<file path="src/rtl/arbitro_escritura_reg_pkg.sv">
// Shared types and constants for the register-bank write-port arbiter.
package arbitro_pkg;

    localparam int ANCHO_DATO = 32;
    localparam int ANCHO_REG  = 5;

    // Requester indices, also the encoding of the last-granted pointer.
    localparam logic REQ_A = 1'b0;
    localparam logic REQ_B = 1'b1;

    typedef struct packed {
        logic [ANCHO_REG-1:0]  num_reg;
        logic [ANCHO_DATO-1:0] dato;
    } entrada_t;

endpackage

</file>
<file path="src/rtl/fifo_escritura.sv">
// Small writeback FIFO; every slot's register number and valid bit are
// exposed so the owner can search for pending writes to a register.
module fifo_escritura
    import arbitro_pkg::*;
#(
    parameter int PROF = 2
) (
    input  logic                               clk,
    input  logic                               reset,
    input  logic                               push,
    input  logic                               pop,
    input  entrada_t                           entrada,
    output entrada_t                           cabeza,
    output logic                               full,
    output logic                               empty,
    output logic [PROF-1:0][ANCHO_REG-1:0]     regs,
    output logic [PROF-1:0]                    validos
);

    localparam int AW = (PROF > 1) ? $clog2(PROF) : 1;

    entrada_t          mem [PROF];
    logic [AW-1:0]     wr_ptr_reg;
    logic [AW-1:0]     rd_ptr_reg;
    logic [AW:0]       cuenta_reg;
    logic [PROF-1:0]   valido_reg;
    logic              do_push;
    logic              do_pop;

    // No pass-through: a full FIFO refuses a push even if it pops this cycle.
    assign do_push = push && !full;
    assign do_pop  = pop && !empty;

    assign full   = (cuenta_reg == (AW+1)'(PROF));
    assign empty  = (cuenta_reg == '0);
    assign cabeza = mem[rd_ptr_reg];

    always_ff @(posedge clk) begin
        if (do_push) begin
            mem[wr_ptr_reg] <= entrada;
        end
    end

    always_ff @(posedge clk) begin
        if (reset) begin
            wr_ptr_reg <= '0;
            rd_ptr_reg <= '0;
            cuenta_reg <= '0;
            valido_reg <= '0;
        end else begin
            // Push and pop never hit the same slot: equal pointers mean empty or full.
            if (do_push) begin
                valido_reg[wr_ptr_reg] <= 1'b1;
                wr_ptr_reg             <= wr_ptr_reg + AW'(1);
            end
            if (do_pop) begin
                valido_reg[rd_ptr_reg] <= 1'b0;
                rd_ptr_reg             <= rd_ptr_reg + AW'(1);
            end
            case ({do_push, do_pop})
                2'b10:   cuenta_reg <= cuenta_reg + (AW+1)'(1);
                2'b01:   cuenta_reg <= cuenta_reg - (AW+1)'(1);
                default: cuenta_reg <= cuenta_reg;
            endcase
        end
    end

    for (genvar gi = 0; gi < PROF; gi++) begin : g_regs
        assign regs[gi] = mem[gi].num_reg;
    end

    assign validos = valido_reg;

endmodule

</file>
<file path="src/rtl/arbitro_escritura_reg.sv">
// Round-robin arbiter sharing the register bank write port between ALU (A)
// and load (B) writeback FIFOs. Define ARB_FILTRO_CERO_EN to drop writes to $zero.
module arbitro_escritura_reg
    import arbitro_pkg::*;
#(
    parameter int PROF = 2
) (
    input  logic                   clk,
    input  logic                   reset,
    input  logic                   ValidA,
    input  logic [ANCHO_REG-1:0]   RegA,
    input  logic [ANCHO_DATO-1:0]  DatoA,
    output logic                   ReadyA,
    input  logic                   ValidB,
    input  logic [ANCHO_REG-1:0]   RegB,
    input  logic [ANCHO_DATO-1:0]  DatoB,
    output logic                   ReadyB,
    input  logic                   Stall,
    input  logic [ANCHO_REG-1:0]   QueryReg,
    output logic                   QueryHit,
    output logic [ANCHO_REG-1:0]   WriteReg,
    output logic [ANCHO_DATO-1:0]  WriteData,
    output logic                   Regwrite,
    output logic                   Pendiente
);

    logic                           full_a, full_b, empty_a, empty_b;
    logic                           push_a, push_b, pop_a, pop_b;
    entrada_t                       cabeza_a, cabeza_b;
    logic [PROF-1:0][ANCHO_REG-1:0] regs_a, regs_b;
    logic [PROF-1:0]                validos_a, validos_b;
    logic [PROF-1:0]                hit_a, hit_b;

    logic                           ultimo_reg, ultimo_next;
    logic                           regwrite_reg, regwrite_next;
    logic [ANCHO_REG-1:0]           write_reg_reg, write_reg_next;
    logic [ANCHO_DATO-1:0]          write_data_reg, write_data_next;

    assign ReadyA = !full_a;
    assign ReadyB = !full_b;

`ifdef ARB_FILTRO_CERO_EN
    // Accepted from the requester, but never stored: $zero is not writable.
    assign push_a = ValidA && ReadyA && (RegA != '0);
    assign push_b = ValidB && ReadyB && (RegB != '0);
`else
    assign push_a = ValidA && ReadyA;
    assign push_b = ValidB && ReadyB;
`endif

    fifo_escritura #(.PROF(PROF)) u_fifo_a (
        .clk     (clk),
        .reset   (reset),
        .push    (push_a),
        .pop     (pop_a),
        .entrada ('{num_reg: RegA, dato: DatoA}),
        .cabeza  (cabeza_a),
        .full    (full_a),
        .empty   (empty_a),
        .regs    (regs_a),
        .validos (validos_a)
    );

    fifo_escritura #(.PROF(PROF)) u_fifo_b (
        .clk     (clk),
        .reset   (reset),
        .push    (push_b),
        .pop     (pop_b),
        .entrada ('{num_reg: RegB, dato: DatoB}),
        .cabeza  (cabeza_b),
        .full    (full_b),
        .empty   (empty_b),
        .regs    (regs_b),
        .validos (validos_b)
    );

    // On a tie the requester not granted last time wins.
    always_comb begin
        pop_a           = 1'b0;
        pop_b           = 1'b0;
        ultimo_next     = ultimo_reg;
        regwrite_next   = 1'b0;
        write_reg_next  = write_reg_reg;
        write_data_next = write_data_reg;
        if (!Stall) begin
            if (!empty_a && (empty_b || ultimo_reg == REQ_B)) begin
                pop_a           = 1'b1;
                ultimo_next     = REQ_A;
                regwrite_next   = 1'b1;
                write_reg_next  = cabeza_a.num_reg;
                write_data_next = cabeza_a.dato;
            end else if (!empty_b) begin
                pop_b           = 1'b1;
                ultimo_next     = REQ_B;
                regwrite_next   = 1'b1;
                write_reg_next  = cabeza_b.num_reg;
                write_data_next = cabeza_b.dato;
            end
        end
    end

    always_ff @(posedge clk) begin
        if (reset) begin
            ultimo_reg     <= REQ_B;
            regwrite_reg   <= 1'b0;
            write_reg_reg  <= '0;
            write_data_reg <= '0;
        end else begin
            ultimo_reg     <= ultimo_next;
            regwrite_reg   <= regwrite_next;
            write_reg_reg  <= write_reg_next;
            write_data_reg <= write_data_next;
        end
    end

    assign Regwrite  = regwrite_reg;
    assign WriteReg  = write_reg_reg;
    assign WriteData = write_data_reg;

    // The popped entry leaves the FIFO at the grant edge, so it is not searched.
    for (genvar gi = 0; gi < PROF; gi++) begin : g_hit
        assign hit_a[gi] = validos_a[gi] && (regs_a[gi] == QueryReg);
        assign hit_b[gi] = validos_b[gi] && (regs_b[gi] == QueryReg);
    end

    assign QueryHit  = (|hit_a) || (|hit_b);
    assign Pendiente = !empty_a || !empty_b;

endmodule

</file>
<file path="config.mk">
export PLATFORM = sky130hd
export DESIGN_NAME = arbitro_escritura_reg
export DESIGN_NICKNAME = d
export VERILOG_FILES = /design/src/rtl/arbitro_escritura_reg_pkg.sv /design/src/rtl/fifo_escritura.sv /design/src/rtl/arbitro_escritura_reg.sv
export SDC_FILE = /design/constraint.sdc
export NUM_CORES = 1
export LEC_CHECK = 0
export ABC_AREA = 1
export ABC_CLOCK_PERIOD_IN_PS = 2300
export BUFFER_PORTS_ARGS = -buffer_cell sky130_fd_sc_hd__buf_2
export CORE_ASPECT_RATIO = 1.25
export CORE_MARGIN = 8
export CORE_UTILIZATION = 49
export CTS_BUF_LIST = sky130_fd_sc_hd__clkbuf_8
export DETAILED_ROUTE_END_ITERATION = 6
export PLACE_DENSITY = 0.82
export SYNTH_ARGS = -nofsm -noshare
export SYNTH_HDL_FRONTEND = slang
export SYNTH_HIERARCHICAL = 1
export SYNTH_SLANG_ARGS = --single-unit
export TNS_END_PERCENT = 20
</file>
<file path="constraint.sdc">
create_clock -name clk -period 2.3 [get_ports clk]
set_input_delay 0.115 -clock clk [delete_from_list [all_inputs] [get_ports clk]]
set_output_delay 0.115 -clock clk [all_outputs]
set_load 0.02 [all_outputs]
</file>
## Word level (Yosys, flattened, before mapping)

Memories as Yosys holds them, arrays and structs flattened. A register that Yosys moved wholly into a read port is not among the register bits.
Cells that the tools add are included.

| word-level totals | value |
|---|---|
| bits in registers | 51 |
| bits in writable memories | 148 |
| input bits | 84 |
| logic and storage cells | 114 |
| memories | 2 |

| cells by class | value |
|---|---|
| add/sub/neg operators | 8 |
| $lt $le $gt $ge | 8 |
| eq/ne operators | 11 |
| multiplexer cells | 36 |
| bitwise operators | 7 |
| reduce and logical (&&, ||, !) cells | 30 |

Memory list:

| memory | words | bits a word | rd ports | clocked after memory_dff | wr ports | RTL line | RTL |
|---|---|---|---|---|---|---|---|
| u_fifo_a.mem | 2 | 37 | 3 | 1 | 1 | fifo_escritura.sv:22 | `entrada_t mem [PROF];` |
| u_fifo_b.mem | 2 | 37 | 3 | 1 | 1 | fifo_escritura.sv:22 |  |

Operator list:

| kind | count |
|---|---|
| 32-bit 2-to-1 mux | 2 |
| 5-bit equality test | 4 |
| 1-bit 2-to-1 mux | 20 |
| 1-bit logical AND | 15 |
| 2-bit 2-to-1 mux | 6 |
| 5-bit 2-to-1 mux | 2 |
| 2-bit equality test, second input constant | 4 |
| 1-bit by 2-bit less-than comparator with 1-bit output, second input constant | 4 |
| 2-bit case mux with 2 select lines | 2 |
| 2-bit OR reduction | 3 |
| 1-bit adder, second input constant | 4 |
| 2-bit by 1-bit adder with 2-bit output, second input constant | 2 |
| 2-bit bitwise AND | 2 |
| 1-bit demux with 1-bit select | 4 |
| 2-bit by 1-bit equality test with 1-bit output, second input constant | 2 |
| 1-bit >= comparator, second input constant | 4 |
| 1-bit logical NOT | 4 |
| 2-bit logical NOT | 2 |
| 2-bit inverter | 2 |
| 2-bit OR | 2 |
| 2-bit nonzero test | 2 |
| 2-bit by 1-bit subtractor with 2-bit output, second input constant | 2 |
| 1-bit logical OR | 3 |
| 2-bit by 1-bit inequality test with 1-bit output, second input constant | 1 |
| 2 further kinds | 2 |

## Logic depth before layout (Yosys ltp)

| logic depth | value |
|---|---|
| word-level depth | 9 |
| gate-level depth with buffers | 16 |

## Cells and area by module

The synthesis kept the hierarchy.

By module, submodules not included:

| module | instances | cells an instance | area each (sq um) |
|---|---|---|---|
| fifo_escritura | 2 | 178 | 3233.1 |
| arbitro_escritura_reg | 1 | 329 | 2157.1 |

## Worst setup path before layout

Ideal clock, no wire load.

| path | value |
|---|---|
| kind | register -> register |
| start | register u_fifo_a.cuenta_reg[0] |
| end | memory u_fifo_a/mem[0][0] (netlist bit), enable pin |
| library setup time | 0.392 ns |
| arrival time | 1.586 ns |
| data required time | 1.908 ns |
| path slack | 0.323 ns |
| cell stages (with the launch flop) | 7 |
| path buffers | 0 |
| period minus slack after synthesis | 1.977 ns |
| cell sequence | dfxtp_1 inv_1 nand2_1 inv_1 nor2_1 nand3_1 inv_1 |

| on the way | value |
|---|---|
| cells in the longest elaborated chain, start to end | 6 |

RTL lines:

| item | RTL line | RTL |
|---|---|---|
| start, declared | fifo_escritura.sv:25 | `logic [AW:0] cuenta_reg;` |
| start signal, assigned | fifo_escritura.sv:61 | `2'b10: cuenta_reg <= cuenta_reg + (AW+1)'(1);` |
| start signal, assigned | fifo_escritura.sv:62 | `2'b01: cuenta_reg <= cuenta_reg - (AW+1)'(1);` |
| start signal, assigned | fifo_escritura.sv:63 | `default: cuenta_reg <= cuenta_reg;` |
| 2-bit equality test | fifo_escritura.sv:34 | `assign full = (cuenta_reg == (AW+1)'(PROF));` |
| via full_a | arbitro_escritura_reg.sv:27 | `logic full_a, full_b, empty_a, empty_b;` |
| 1-bit logical NOT | arbitro_escritura_reg.sv:39 | `assign ReadyA = !full_a;` |
| 1-bit logical AND | arbitro_escritura_reg.sv:47 | `assign push_a = ValidA && ReadyA;` |
| via push_a | arbitro_escritura_reg.sv:28 | `logic push_a, push_b, pop_a, pop_b;` |
| 1-bit logical AND | fifo_escritura.sv:31 | `assign do_push = push && !full;` |
| 1-bit 2-to-1 mux | fifo_escritura.sv:39 | `if (do_push) begin` |
| 1-bit 2-to-1 mux (not written as such) | fifo_escritura.sv:40 | `mem[wr_ptr_reg] <= entrada;` |
| end, declared | fifo_escritura.sv:22 |  |

The timed path passes the listed nets, and every way through them passes these cells.

## Final worst setup path

| path | value |
|---|---|
| start | register u_fifo_b.cuenta_reg[0] |
| end | register u_fifo_a.cuenta_reg[1] |

| on the way | value |
|---|---|
| cells in the longest elaborated chain, start to end | 8 |
| elaborated cells on any way between the ends | 10 |
| those cells by class | 2 x eq/ne; 3 x mux; 5 x reduce/logical |

RTL lines:

| item | RTL line | RTL |
|---|---|---|
| start, declared | fifo_escritura.sv:25 |  |
| start signal, assigned | fifo_escritura.sv:61 |  |
| start signal, assigned | fifo_escritura.sv:62 |  |
| start signal, assigned | fifo_escritura.sv:63 |  |
| 2-bit logical NOT (*) | fifo_escritura.sv:35 | `assign empty = (cuenta_reg == '0);` |
| via empty_b | arbitro_escritura_reg.sv:27 |  |
| 1-bit logical OR (*) | arbitro_escritura_reg.sv:86 | `if (!empty_a && (empty_b \|\| ultimo_reg == REQ_B)) begin` |
| 1-bit logical AND (*) | arbitro_escritura_reg.sv:86 |  |
| 1-bit 2-to-1 mux (*) | arbitro_escritura_reg.sv:86 |  |
| 1-bit 2-to-1 mux (*) | arbitro_escritura_reg.sv:85 | `if (!Stall) begin` |
| via pop_a | arbitro_escritura_reg.sv:28 |  |
| 1-bit logical AND (*) | fifo_escritura.sv:32 | `assign do_pop = pop && !empty;` |
| via u_fifo_a.do_pop | fifo_escritura.sv:28 | `logic do_pop;` |
| 2-bit by 1-bit equality test with 1-bit output / 2-bit equality test (equally long branches) | fifo_escritura.sv:60 | `case ({do_push, do_pop})` |
| 2-bit case mux with 2 select lines / 2-bit nonzero test (equally long branches) | -- |  |

Mark *: on every way through the listed nets, which the timed path passes. The rest lies on a longest branch.
A chain may end at the register's enable or synchronous reset.

==> run summary <==
Wire per inst: 17.4 µm
CTS Sinks: 201
Gr usage total: 0.183
Routed WL: 19900 µm
Synth top area cells: edfxtp_1 (52%), dfxtp_1 (12%), mux2_4 (10%)
Final Core Density: 0.618
Critical Path RT: 2.74 ns
Async set-reset flop share out of synthesis: 0
Share of cells above drive strength 1: 0.321
Power share of the combinational group: 0.236
Post-synth top area share: 0.515
DR pass1 iterations: 5
Die ar.: 22100 µm²
Leakage: 0.00453 µW
Worst hold path class: in2reg
Clock Latency Late Sink: 0.52 ns
Dominant cell by count in the synthesized netlist: edfxtp_1
Power per cell area: 964 nW/µm²
Synth area leader: edfxtp_1
I/O pins: 126
Yosys warnings: 6
Post-Syn Area: 8620 µm²
Worst IR Drop VDD: 0.560 mV
Final instance area: 10700 µm²
Synth top cells by count: edfxtp_1 (148), nand2_1 (141), inv_1 (60), mux2_4 (60), dfxtp_1 (53)
Crit path arrival time: 2.45 ns
Sequential power share: 0.454
DRC: 0
First-pass GRT wire length: 31500 µm
Mapped Avg Cell Area: 12.6 µm²
Post-CTS setup buffer count: 0
Max-slew violations: 0
Switching Fraction: 0.302
Distinct cell type count after synthesis: 27
Cell row count: 54
Routed Antenna Nets: 0
Port-buffer cells: 125
Final HPWL DP: 12400 µm
Initial antenna violation count: 3
CORE AREA: 17400 µm²
Int Pwr: 7220 µW
Total number of vias: 5715
TritonCTS Buffers: 34
Area Overhead vs Synth: 24.4%
Synth Flop Type: edfxtp_1
RSZ-0062 raised after global routing: no
Clock skew: 0.0214 ns
CP Class: reg2reg
Initial core utilization: 0.497
CTS tree: built
P_sw: 3120 µW
Minimum clock period after layout: 2.01 ns
Placed cell area: 9260 µm²
Final hold vios: 0
CP endpoint kind: flop
Initial DRC Count: 354
Final period utilization: 0.872
Root Driver: clkbuf_8
RD Place Congestion: 0.821
Grt ovf: 0
Reg clk slew, reported paths: 0.06 ns
Sequential area share after synthesis: 0.638
Setup_tns: 0 ns
Die W: 135 µm
Worst Path Max Fanout: 5
EDFF count, synth: 148
DR vias/cell: 5.01
Measured slew at the worst slew-check pin: 0.660 ns
Outcome: finished clean
Setup Viol. Count Final: 0
CP Launch Type: flop
Syn nets: 771
Max_cap viols: 0
Max clock buf depth: 3
Vias in the first global route: 6277
Worst slack, placed: 0.303 ns
Clock network fraction of design power: 0.310
Max Fclk: 498 MHz
Mapped Cells: 685
Htree depth: 2
Slew HR: 0.559
Nets: 974
Final worst slack: 0.293 ns
Seq cells post-synth: 201
Largest net degree at the start of global routing: 46
Die span in y: 164 µm
Total power: 10300 µW
[logic make-up (layout without fill, tap and decap cells)]
kind of cell               count (synthesis)  after routing  share of synthesized area
AOI/OAI and AO/OA                         82             82                     0.0534
adders and majority gates                  2              2                    0.00290
buffers and inverters                    110            338                     0.0785
DFF                                      201            201                      0.638
muxes                                     74             74                      0.123
other                                      0              3                          0
and+or+nand+nor                          216            216                      0.104
[per-layer routing]
metal	GRT usage	share of wire	vias up	routed length, µm
li1	-	-	2762	-
met1	0.192	0.37	2709	7270
met2	0.336	0.54	203	10700
met3	0.0444	0.065	41	1290
met4	0.0880	0.029	0	575
met5	0	0	-	0
[final timing paths]
check	endpoint	cells after the start	slack, ns	from
setup / recovery	u_fifo_a/cuenta_reg[1]	15	0.29	u_fifo_b/cuenta_reg[0]
hold / removal	u_fifo_b/wr_ptr_reg	5	0.06	ValidB
setup reg to reg	u_fifo_a/cuenta_reg[1]	15	0.29	u_fifo_b/cuenta_reg[0]
hold reg to reg	u_fifo_b/wr_ptr_reg	2	0.49	u_fifo_b/wr_ptr_reg
[what timing repair did]
action	4_1_cts	5_1_grt
hold buffers	76	0
hold endpoints to repair	151	0
resized for setup	0	2
setup endpoints to repair	0	1
[final cells by class]
cell class | count | area, µm²
antenna | 3 | 7.51
clock buffer | 39 | 537
clock inverter | 22 | 153
fill | 1308 | 6640
inverter | 62 | 233
multi-input combinational | 374 | 2460
sequential | 201 | 5510
tap | 224 | 280
timing repair buffer | 215 | 1550
[power by group through the flow]
stage                     Clock (µW)  Sequential, µW  Combinational (µW)
after floorplan                    0            4890                1610
after global placement             0            4740                2270
after detailed placement           0            4760                2340
after CTS                       3260            4690                2450
after global routing            3420            4740                2680
final                           3210            4690                2440
[worst max-delay path, stage by stage, from the launching register on]
cell	delay [ns]
dfxtp_1	0.32
inv_1	0.13
nand2_1	0.12
inv_1	0.18
nor2_2	0.07
nor2_4	0.14
inv_2	0.05
nor2_2	0.14
nand2_1	0.07
inv_1	0.08
ha_1	0.25
inv_1	0.10
nand2_1	0.06
nor2_1	0.08
nor2_1	0.05
nor2_1	0.10
[through the flow]
step,instances,hold slack (ns)
global route,1140,0.0926
finish,1140,0.0583
CTS,1137,0.0466
detailed placement,1000,0.306
floorplan,685,0.184
global placement,1000,0.303
[layout by cell type (no fill, tap or decap)]
cell,n
nand3b_1,2
nor2_2,2
nand2_2,20
clkinvlp_4,1
buf_4,9
nand3_1,10
buf_2,125
buf_12,5
mux2_4,60
nand4_1,2
a31oi_1,37
nor3_2,1
diode_2,3
ha_1,2
a21oi_1,4
clkinv_1,5
dfxtp_2,2
inv_1,65
nor2_1,37
dlygate4sd3_1,76
clkbuf_8,39
o21ai_1,2
bufinv_16,2
inv_2,6
clkinv_2,3
a21oi_4,1
nor2_4,1
mux2_2,14
dfxtp_1,51
o21ai_0,38
inv_6,2
edfxtp_1,148
nand2_1,141
Power figures use the tool's default switching activity.
